**src/rtl/updown_count_monitor.sv**
```systemverilog
// Checker/display stage downstream of a 4-bit up/down counter: verifies each
// step, reports wraps and illegal transitions, and drives a registered 7-seg digit.
module updown_count_monitor #(
    parameter int WRAP_W         = 8,
    parameter bit SEG_ACTIVE_LOW = 1'b1
) (
    input  logic              clk,
    input  logic              rst_n,
    input  logic [3:0]        cnt_in,
    input  logic              cnt_mode,
    input  logic              cnt_rst,
    input  logic              clr,
    output logic [6:0]        seg,
    output logic              carry,
    output logic              borrow,
    output logic [WRAP_W-1:0] up_wraps,
    output logic [WRAP_W-1:0] down_wraps,
    output logic              err,
    output logic              err_sticky
);

    typedef enum logic {PRIME, TRACK} state_t;

    localparam logic [WRAP_W-1:0] WRAP_MAX  = '1;
    localparam logic [WRAP_W-1:0] WRAP_ONE  = WRAP_W'(1);
    localparam logic [6:0]        SEG_BLANK = SEG_ACTIVE_LOW ? 7'h7F : 7'h00;

    state_t            state_reg, state_next;
    logic [3:0]        prev_cnt_reg;
    logic              prev_mode_reg;
    logic              prev_rst_reg;
    logic [3:0]        expected;
    logic              err_next, carry_next, borrow_next;
    logic              err_reg, carry_reg, borrow_reg;
    logic              err_sticky_reg, err_sticky_next;
    logic [WRAP_W-1:0] up_wraps_reg, up_wraps_next;
    logic [WRAP_W-1:0] down_wraps_reg, down_wraps_next;
    logic [6:0]        pattern, seg_next, seg_reg;

    // State register
    always_ff @(posedge clk or negedge rst_n) begin
        if (!rst_n) begin
            state_reg <= PRIME;
        end else begin
            state_reg <= state_next;
        end
    end

    // Next-state logic: PRIME lasts exactly one edge after reset.
    always_comb begin
        state_next = state_reg;
        case (state_reg)
            PRIME:   state_next = TRACK;
            TRACK:   state_next = TRACK;
            default: state_next = PRIME;
        endcase
    end

    // Step evaluation against the previously captured counter state.
    always_comb begin
        expected    = 4'd0;
        err_next    = 1'b0;
        carry_next  = 1'b0;
        borrow_next = 1'b0;
        if (state_reg == TRACK) begin
            if (prev_rst_reg) begin
                expected = 4'd0;
            end else if (prev_mode_reg) begin
                expected = prev_cnt_reg + 4'd1;
            end else begin
                expected = prev_cnt_reg - 4'd1;
            end
            err_next    = (cnt_in != expected);
            carry_next  = !prev_rst_reg && prev_mode_reg &&
                          (prev_cnt_reg == 4'hF) && (cnt_in == 4'h0);
            borrow_next = !prev_rst_reg && !prev_mode_reg &&
                          (prev_cnt_reg == 4'h0) && (cnt_in == 4'hF);
        end
    end

    // Tallies: clear beats a same-edge wrap; a new error beats the clear.
    always_comb begin
        up_wraps_next   = up_wraps_reg;
        down_wraps_next = down_wraps_reg;
        err_sticky_next = err_sticky_reg;
        if (clr) begin
            up_wraps_next   = '0;
            down_wraps_next = '0;
            err_sticky_next = 1'b0;
        end else begin
            if (carry_next && (up_wraps_reg != WRAP_MAX)) begin
                up_wraps_next = up_wraps_reg + WRAP_ONE;
            end
            if (borrow_next && (down_wraps_reg != WRAP_MAX)) begin
                down_wraps_next = down_wraps_reg + WRAP_ONE;
            end
        end
        if (err_next) begin
            err_sticky_next = 1'b1;
        end
    end

    // Hex decode, active-high, segment a in bit 0.
    always_comb begin
        pattern = 7'h00;
        case (cnt_in)
            4'h0: pattern = 7'h3F;
            4'h1: pattern = 7'h06;
            4'h2: pattern = 7'h5B;
            4'h3: pattern = 7'h4F;
            4'h4: pattern = 7'h66;
            4'h5: pattern = 7'h6D;
            4'h6: pattern = 7'h7D;
            4'h7: pattern = 7'h07;
            4'h8: pattern = 7'h7F;
            4'h9: pattern = 7'h6F;
            4'hA: pattern = 7'h77;
            4'hB: pattern = 7'h7C;
            4'hC: pattern = 7'h39;
            4'hD: pattern = 7'h5E;
            4'hE: pattern = 7'h79;
            4'hF: pattern = 7'h71;
            default: pattern = 7'h00;
        endcase
    end

    genvar gi;
    generate
        for (gi = 0; gi < 7; gi++) begin : g_seg_pol
            assign seg_next[gi] = SEG_ACTIVE_LOW ? ~pattern[gi] : pattern[gi];
        end
    endgenerate

    // Capture and output registers; PRIME only captures, TRACK checks then re-captures.
    always_ff @(posedge clk or negedge rst_n) begin
        if (!rst_n) begin
            prev_cnt_reg   <= 4'd0;
            prev_mode_reg  <= 1'b0;
            prev_rst_reg   <= 1'b0;
            err_reg        <= 1'b0;
            carry_reg      <= 1'b0;
            borrow_reg     <= 1'b0;
            err_sticky_reg <= 1'b0;
            up_wraps_reg   <= '0;
            down_wraps_reg <= '0;
            seg_reg        <= SEG_BLANK;
        end else begin
            prev_cnt_reg   <= cnt_in;
            prev_mode_reg  <= cnt_mode;
            prev_rst_reg   <= cnt_rst;
            err_reg        <= err_next;
            carry_reg      <= carry_next;
            borrow_reg     <= borrow_next;
            err_sticky_reg <= err_sticky_next;
            up_wraps_reg   <= up_wraps_next;
            down_wraps_reg <= down_wraps_next;
            seg_reg        <= seg_next;
        end
    end

    assign seg        = seg_reg;
    assign carry      = carry_reg;
    assign borrow     = borrow_reg;
    assign up_wraps   = up_wraps_reg;
    assign down_wraps = down_wraps_reg;
    assign err        = err_reg;
    assign err_sticky = err_sticky_reg;

endmodule

```
**config.mk**
```make
export PLATFORM = sky130hd
export DESIGN_NAME = updown_count_monitor
export DESIGN_NICKNAME = d
export VERILOG_FILES = /design/src/rtl/updown_count_monitor.sv
export SDC_FILE = /design/constraint.sdc
export NUM_CORES = 1
export LEC_CHECK = 0
export BUFFER_PORTS_ARGS = -buffer_cell sky130_fd_sc_hd__buf_2
export CAP_MARGIN = 0
export CORE_MARGIN = 8
export CORE_UTILIZATION = 40
export DETAILED_ROUTE_END_ITERATION = 10
export PLACE_DENSITY = 0.68
export SLEW_MARGIN = 10
export SYNTH_ARGS = -nofsm -noshare
export SYNTH_HDL_FRONTEND = slang
export SYNTH_SLANG_ARGS = --single-unit
```
**constraint.sdc**
```tcl
create_clock -name clk -period 2.73 [get_ports clk]
set_input_delay 0.546 -clock clk [delete_from_list [all_inputs] [get_ports clk]]
set_output_delay 0.546 -clock clk [all_outputs]
set_load 0.005 [all_outputs]
```
# After elaboration in Yosys (flattened, before gate mapping)
# Memory sizes are Yosys's and may differ from the RTL's.
# Cells that the tools add are included.
# word_totals
ram_bits	0
latchBits	0
rom_bits	112
output_inout_bits	27
input_bits	9
n_memories	1
ff_bits	34
# op_classes
n_mux	12
bitwise	7
reduce_logical	15
multipliers	0
magnitude_cmp	0
n_div	0
shift	0
add_sub_neg	4
eq_ne	5
# memory_table
memory	depth	word_bits	read_ports	rd_clocked_by_memory_dff	wr	line_no	source
(name not given)	16	7	1	0	0	106	case (cnt_in)
# ops
operator	count
$mux 8	4
$add 8x1->8 const B	2
$ne 8x8->1 const B	2
$mux 4	3
$eq 4x4->1 const B	2
$logic_and 1x1->1	8
$logic_not 4->1	2
$not 1->1	7
$reduce_bool 2->1	3
$mux 1	5
$add 4x1->4 const B	1
$ne 4x4->1	1
$sub 4x1->4 const B	1
$logic_not 1->1	2

# Logic depth before layout (Yosys ltp)
# Gate-level depths: netlist (run 1).
# depth
depth_word	8
mapped_depth	8

# Worst setup path after synthesis (run 1)
# Ideal clock, no wire load.
# synth_timing
path_kind	input -> register
startpoint	in cnt_in[2]
endpoint	reg up_wraps_reg[4] (netlist: up_wraps[4])
path_stages	6
t_arrival_ns	2.165
setup_ns	0.078
path_buffers	2
setup_slack_ns	0.488
path_cell_list	buf_6 > or2_4 > or4_4 > buf_6 > or4_1 > a21oi_1
# synth_via
elab_chain_len	5
# synth_lines
item	line_no	source
from (decl)	9	input logic [3:0] cnt_in,
$logic_not 4->1	75	(prev_cnt_reg == 4'hF) && (cnt_in == 4'h0);
$logic_and 1x1->1	75	
$mux 1	65	if (state_reg == TRACK) begin
$logic_and 1x1->1	91	if (carry_next && (up_wraps_reg != WRAP_MAX)) begin
$reduce_bool 2->1 (no line)	--	
to (signal assigned)	155	up_wraps_reg <= up_wraps_next;
to (decl)	36	logic [WRAP_W-1:0] up_wraps_reg, up_wraps_next;
# Every way passes these cells.
# A chain may end at the register's enable or synchronous reset.

# Worst setup path after layout (run 1)
# layout_timing
startpoint	in cnt_in[1]
endpoint	reg up_wraps_reg[4] (netlist: up_wraps[4])
# Same word-level chain as after synthesis.

==> results of run 1 <==
## cell usage after synthesis, drive strengths merged (2+ instances only)
library cell	instances	area, um^2
a211oi	2	15.01
a21oi	6	30.03
and3	5	31.28
and4b	2	21.27
buf	3	26.27
clkbuf	3	11.26
dfrtp	27	675.7
dfstp	7	183.9
ha	10	125.1
inv	10	37.54
mux2i	4	40.04
nand2	9	33.78
nand2b	3	18.77
nand3	11	55.05
nand4	6	37.54
nor2	17	63.81
nor2b	3	18.77
nor3	2	10.01
nor4	3	18.77
o21ai	4	20.02
o22ai	2	12.51
or4	2	18.77
xnor2	8	70.07
xor2	7	61.31
## power by group
part	leakage [nW]	switching, mW	internal [mW]
clock network	0.0482	0.174	0.203
registers	0.427	0.0111	0.528
logic	0.551	0.0617	0.0473
total	1.03	0.247	0.779
## worst register-to-register path, stage by stage (launching register included)
cell,delay (ns)
dfrtp_1,0.45
or2b_2,0.32
or4_4,0.54
or4_1,0.52
a21oi_1,0.16
## final cells by class
class	instances	area, um^2	share of cell area
well taps	52	65.06	0.03090
inverters	10	37.54	0.01783
multi-input cells	123	869.6	0.4130
repair buffers	36	182.7	0.08675
flip-flops and latches	34	859.6	0.4082
clock inverters	1	5.005	0.002377
clock buffers	7	86.33	0.04100
## layer usage
| layer | GRT usage | share of wire | wire, um |
|---|---|---|---|
| met5 | 0 | 0 | 0 |
| met4 | 0.04792 | 0.013 | 50 |
| met3 | 0.03223 | 0.045 | 169 |
| met2 | 0.1846 | 0.46 | 1755 |
| met1 | 0.1463 | 0.48 | 1805 |
## worst max path at each step
stage,start,to,cells past startpoint
after CTS,cnt_in[1],up_wraps[4],7
final,cnt_in[1],up_wraps[4],7
after global placement,cnt_in[1],up_wraps[4],7
after floorplan,cnt_in[2],up_wraps[4],6
after global routing,cnt_in[1],up_wraps[7],8
after detailed placement,cnt_in[1],up_wraps[4],7
## through the flow
stage	area (um^2)	util	hold slack (ns)	cells
finish	2106	0.4836	0.3395	263
global route	2106	0.4836	0.3642	263
CTS	2106	0.4836	0.3540	263
detailed placement	2014	0.4626	0.4886	255
global placement	2014	0.4626	0.5045	255
floorplan	1804	-	0.2504	173
## logic make-up (layout without fill, tap and decap cells)
| logic type | Yosys count | after routing | synth area share |
|---|---|---|---|
| AND/OR/NAND/NOR | 71 | 71 | 0.2185 |
| flip-flops | 34 | 34 | 0.4764 |
| AO/OA/AOI/OAI | 20 | 20 | 0.07143 |
| buffers and inverters | 16 | 54 | 0.04161 |
| XOR/XNOR | 15 | 15 | 0.07282 |
| adder cells (fa/ha/maj) | 11 | 11 | 0.08044 |
| multiplexers | 5 | 5 | 0.03676 |
| other | 1 | 1 | 0.002078 |
==> results.sh, run 1 <==
export IMPL_rr_endpoint="up_wraps[4]"
export IMPL_fin_crit_sh=0.7727
export IMPL_rows=24
export IMPL_place_hpwl_um=2659
export IMPL_synth_edf_count=0
export IMPL_final_common_cell="buf_2"
export IMPL_antenna_left=0
export IMPL_grt_max_degree=35
export IMPL_remaining_drc_errors=0
export IMPL_dieArea_um2=6916
export IMPL_maxSlewHeadroom=0.4910
export IMPL_pre_cts_slack_ns=0.3395
export IMPL_tns_ns=0
export IMPL_layout_drive_gt1_share=0.2654
export IMPL_seq_area_frac_synth=0.4764
export IMPL_place_gp_congestion=0.8082
export IMPL_p_leak_nw=1.026
export IMPL_grt_use_total=0.1169
export IMPL_reg2reg_slack_ns=0.67
export IMPL_ir_drop_v=0.0002047
export IMPL_post_cts_buffers=0
export IMPL_portBuffers=35
export IMPL_start_kind="input port"
export IMPL_fmax_ghz=0.4741
export IMPL_slew_violations=0
export IMPL_worst_path_max_fanout=10
export IMPL_antenna_found_initial=0
export IMPL_hold_viol_final=0
export IMPL_end_kind="register"
export IMPL_reg2reg_depth=4
export IMPL_holdBufCountCts=0
export IMPL_clk_path_buf_depth=2
export IMPL_status="completed"
export IMPL_crit_chain="buf_2 > inv_1 > ha_1 > nand4_1 > or4_4 > or4_1 > a21oi_1"
export IMPL_grt_pass1_vias=1410
export IMPL_yosys_warnings=0
export IMPL_setup_viol=0
export IMPL_cts_num_sinks=34
export IMPL_required_ns=2.93
export IMPL_tightest_slew_ns=0.7636
export IMPL_diodes=0
export IMPL_grt_pass1_wl_um=6762
export IMPL_clk_pin_slew_ns=0.07
export IMPL_die_w_um=83.16
export IMPL_netlist_instances=173
export IMPL_cp_slowest_cell="or4_1"
export IMPL_max_stage_delay_ns=0.52
export IMPL_power_mw=1.026
export IMPL_period_minus_slack_ns=2.109
export IMPL_io_pins=36
export IMPL_viasPerCell=5.144
export IMPL_routed_wl_um=3780
export IMPL_die_y_um=83.16
export IMPL_syn_to_final_growth_pct=16.71
export IMPL_synthFlopType="dfrtp_1"
export IMPL_ys_ff_latch=34
export IMPL_fin_skew_ns=0.005026
export IMPL_final_nets=230
export IMPL_rsz0062_at_grt="no"
export IMPL_cts_root_buf="clkbuf_8"
export IMPL_cts_tree="done"
export IMPL_grt_overflow=0
export IMPL_r2r_start="prev_rst_reg"
export IMPL_routedWlPerCell_um=14.37
export IMPL_cts_htree_levels=2
export IMPL_initial_core_util=0.4144
export IMPL_power_per_cell_area_nw_per_um2=487.2
export IMPL_crit_family="simple AND/OR/NAND/NOR gates"
export IMPL_core_area_um2=4354
export IMPL_hold_path_class="in2async"
export IMPL_synth_avg_cell_area_um2=10.43
export IMPL_crit_buf_inv=2
export IMPL_synth_nets=193
export IMPL_drt_first_pass_iters=4
export IMPL_layout_common_cells="buf_2 (35), dfrtp_1 (27), nor2_1 (17)"
export IMPL_async_flop_share=1.000
export IMPL_dr_first_iter_drc_count=89
export IMPL_syn_cell_area_um2=1804
export IMPL_cts_resized=0
export IMPL_max_cap_violations=0
export IMPL_worstPathArrival_ns=2.31
export IMPL_fillers=401
export IMPL_vias=1353
export IMPL_critPathKind="in2reg"
export IMPL_ys_types=44
export IMPL_cts_buffers=5
export IMPL_clock_latency_ns=0.28
export IMPL_worst_slack_ns=0.6206
Power figures use the tool's default switching activity.
==> run 2, diff against run 1 <==
PLACE_DENSITY = 0.7   (was 0.68)
clock period = 1.7 ns   (was 2.73 ns; I/O delays follow)
==> run 2 against run 1 <==
Net effect:
- the flow now finishes with violations (setup timing)
- cell count increased by 10%
- sequential power up 60%
- total power up 65%
- clock-buffer cell count unchanged
- via count rose by 8.3%
- first-iteration DRC count is 36% lower
- critical path depth fell by 3
- combinational power is 110% higher
- clock skew increased by 0.0013 ns
- largest cell class unchanged
==> results.sh, run 2 (same netlist as run 1, synthesis figures left out) <==
export IMPL_worstPathArrival_ns=2.07
export IMPL_grt_pass1_vias=1513
export IMPL_grt_pass1_wl_um=6996
export IMPL_start_kind="register"
export IMPL_final_nets=257
export IMPL_p_sw_uw=405.0
export IMPL_switching_share=0.2399
export IMPL_place_hpwl_um=2967
export IMPL_portBuffers=35
export IMPL_tns_ns=-1.045
export IMPL_cts_root_buf="clkbuf_8"
export IMPL_io_pins=36
export IMPL_cts_htree_levels=2
export IMPL_cts_tree="done"
export IMPL_dieArea_um2=6916
export IMPL_crit_chain="or2b_4 > or4_4 > or4_4 > a21oi_2"
export IMPL_cts_buffers=5
export IMPL_power_frac_comb=0.133
export IMPL_cp_common_cell="or4_4"
export IMPL_multi_input_area_um2=985.9
export IMPL_reg2reg_depth=4
export IMPL_place_gp_congestion=0.8202
export IMPL_fin_util=0.5603
export IMPL_dr_first_iter_drc_count=57
export IMPL_slew_violations=0
export IMPL_rows=24
export IMPL_diodes=0
export IMPL_register_area_um2=859.6
export IMPL_worst_path_max_fanout=8
export IMPL_antenna_left=0
export IMPL_holdWs_ns=0.07059
export IMPL_ir_drop_v=0.0003765
export IMPL_viasPerCell=5.052
export IMPL_required_ns=1.92
export IMPL_end_kind="register"
export IMPL_tightest_slew_ns=0.6912
export IMPL_hold_path_class="in2async"
export IMPL_maxSlewHeadroom=0.5387
export IMPL_max_stage_delay_ns=0.57
export IMPL_power_per_cell_area_nw_per_um2=692.0
export IMPL_drt_first_pass_iters=4
export IMPL_die_y_um=83.16
export IMPL_grt_use_total=0.1228
export IMPL_setup_viol=10
export IMPL_antenna_found_initial=0
export IMPL_final_common_cell="buf_2"
export IMPL_clk_path_buf_depth=2
export IMPL_grt_overflow=0
export IMPL_p_int_mw=1.283
export IMPL_violations="setup timing"
export IMPL_cp_num_cells=4
export IMPL_fin_skew_ns=0.006313
export IMPL_remaining_drc_errors=0
export IMPL_period_minus_slack_ns=1.851
export IMPL_vias=1465
export IMPL_rsz0062_at_grt="yes"
export IMPL_routed_wl_um=4033
export IMPL_syn_to_final_growth_pct=35.23
export IMPL_seqPwrFrac=0.509
export IMPL_pre_cts_slack_ns=-0.2511
export IMPL_layout_common_cells="buf_2 (35), dfrtp_1 (27), buf_4 (24)"
export IMPL_die_w_um=83.16
export IMPL_power_mw=1.688
export IMPL_hold_viol_final=0
export IMPL_fin_crit_sh=1.089
export IMPL_p_leak_nw=1.177
export IMPL_initial_core_util=0.4144
export IMPL_cts_num_sinks=34
export IMPL_routedWlPerCell_um=13.91
export IMPL_holdBufCountCts=0
export IMPL_status="complete, but fails checks"
export IMPL_layout_drive_gt1_share=0.4160
export IMPL_grt_max_degree=35
export IMPL_fillers=372
export IMPL_max_cap_violations=0
export IMPL_worst_slack_ns=-0.1510
export IMPL_cp_slowest_cell="or4_4"
export IMPL_fmax_ghz=0.5402
export IMPL_clockPowerShare=0.357
export IMPL_crit_buf_inv=0
export IMPL_crit_family="simple AND/OR/NAND/NOR gates"
export IMPL_clk_pin_slew_ns=0.07
export IMPL_critPathKind="reg2reg"
export IMPL_clock_latency_ns=0.29
export IMPL_core_area_um2=4354
-- run 2: cell types whose count changed in the layout (fill, tap and decap cells not counted), sizes merged --
cell  delta
buf     +27
-- run 2: area by class of cell --
| class | count | share of cell area |
|---|---|---|
| multi-input cells | 123 | 0.4041 |
| flip-flops and latches | 34 | 0.3523 |
| repair buffers | 63 | 0.1641 |
| clock buffers | 7 | 0.03538 |
| well taps | 52 | 0.02667 |
| inverters | 10 | 0.01538 |
| clock inverters | 1 | 0.002051 |
-- run 2: path summary, 6_finish.rpt --
check / from / endpoint / slack (ns)
min: rst_n / down_wraps[4] / 0.07
max in group asynchronous: rst_n / seg[3] / 1.30
max reg2reg: prev_rst_reg / up_wraps[4] / -0.15
max: prev_rst_reg / up_wraps[4] / -0.15
min reg2reg: err_sticky / err_sticky / 0.51
min in group clk: cnt_mode / prev_mode_reg / 0.16
-- run 2: metrics by stage --
stage / std cells / instance area (um^2)
floorplan: 173 / 1856
finish: 290 / 2440
global route: 290 / 2440
global placement: 280 / 2253
detailed placement: 280 / 2253
CTS: 290 / 2396
-- run 2: power groups by stage --
stage | Combinational [mW] | Clock (mW) | Sequential, mW
after floorplan | 0.104 | 0 | 0.881
after global placement | 0.214 | 0 | 0.874
after detailed placement | 0.218 | 0 | 0.874
after CTS | 0.221 | 0.624 | 0.860
after global routing | 0.253 | 0.663 | 0.862
final | 0.225 | 0.604 | 0.860
-- run 2: metal layers --
layer	wire length [um]	up-vias	GRT usage
met5	0	-	0
li1	-	734	-
met3	215	8	0.04297
met2	2045	31	0.2044
met1	1685	692	0.1394
met4	87	0	0.04952
-- run 2: what timing repair did --
item                       CTS  global route
cloned                       0             0
buffers inserted             2             0
pin swaps                    7             4
setup endpoints to repair   10            11
resized for setup           10             9
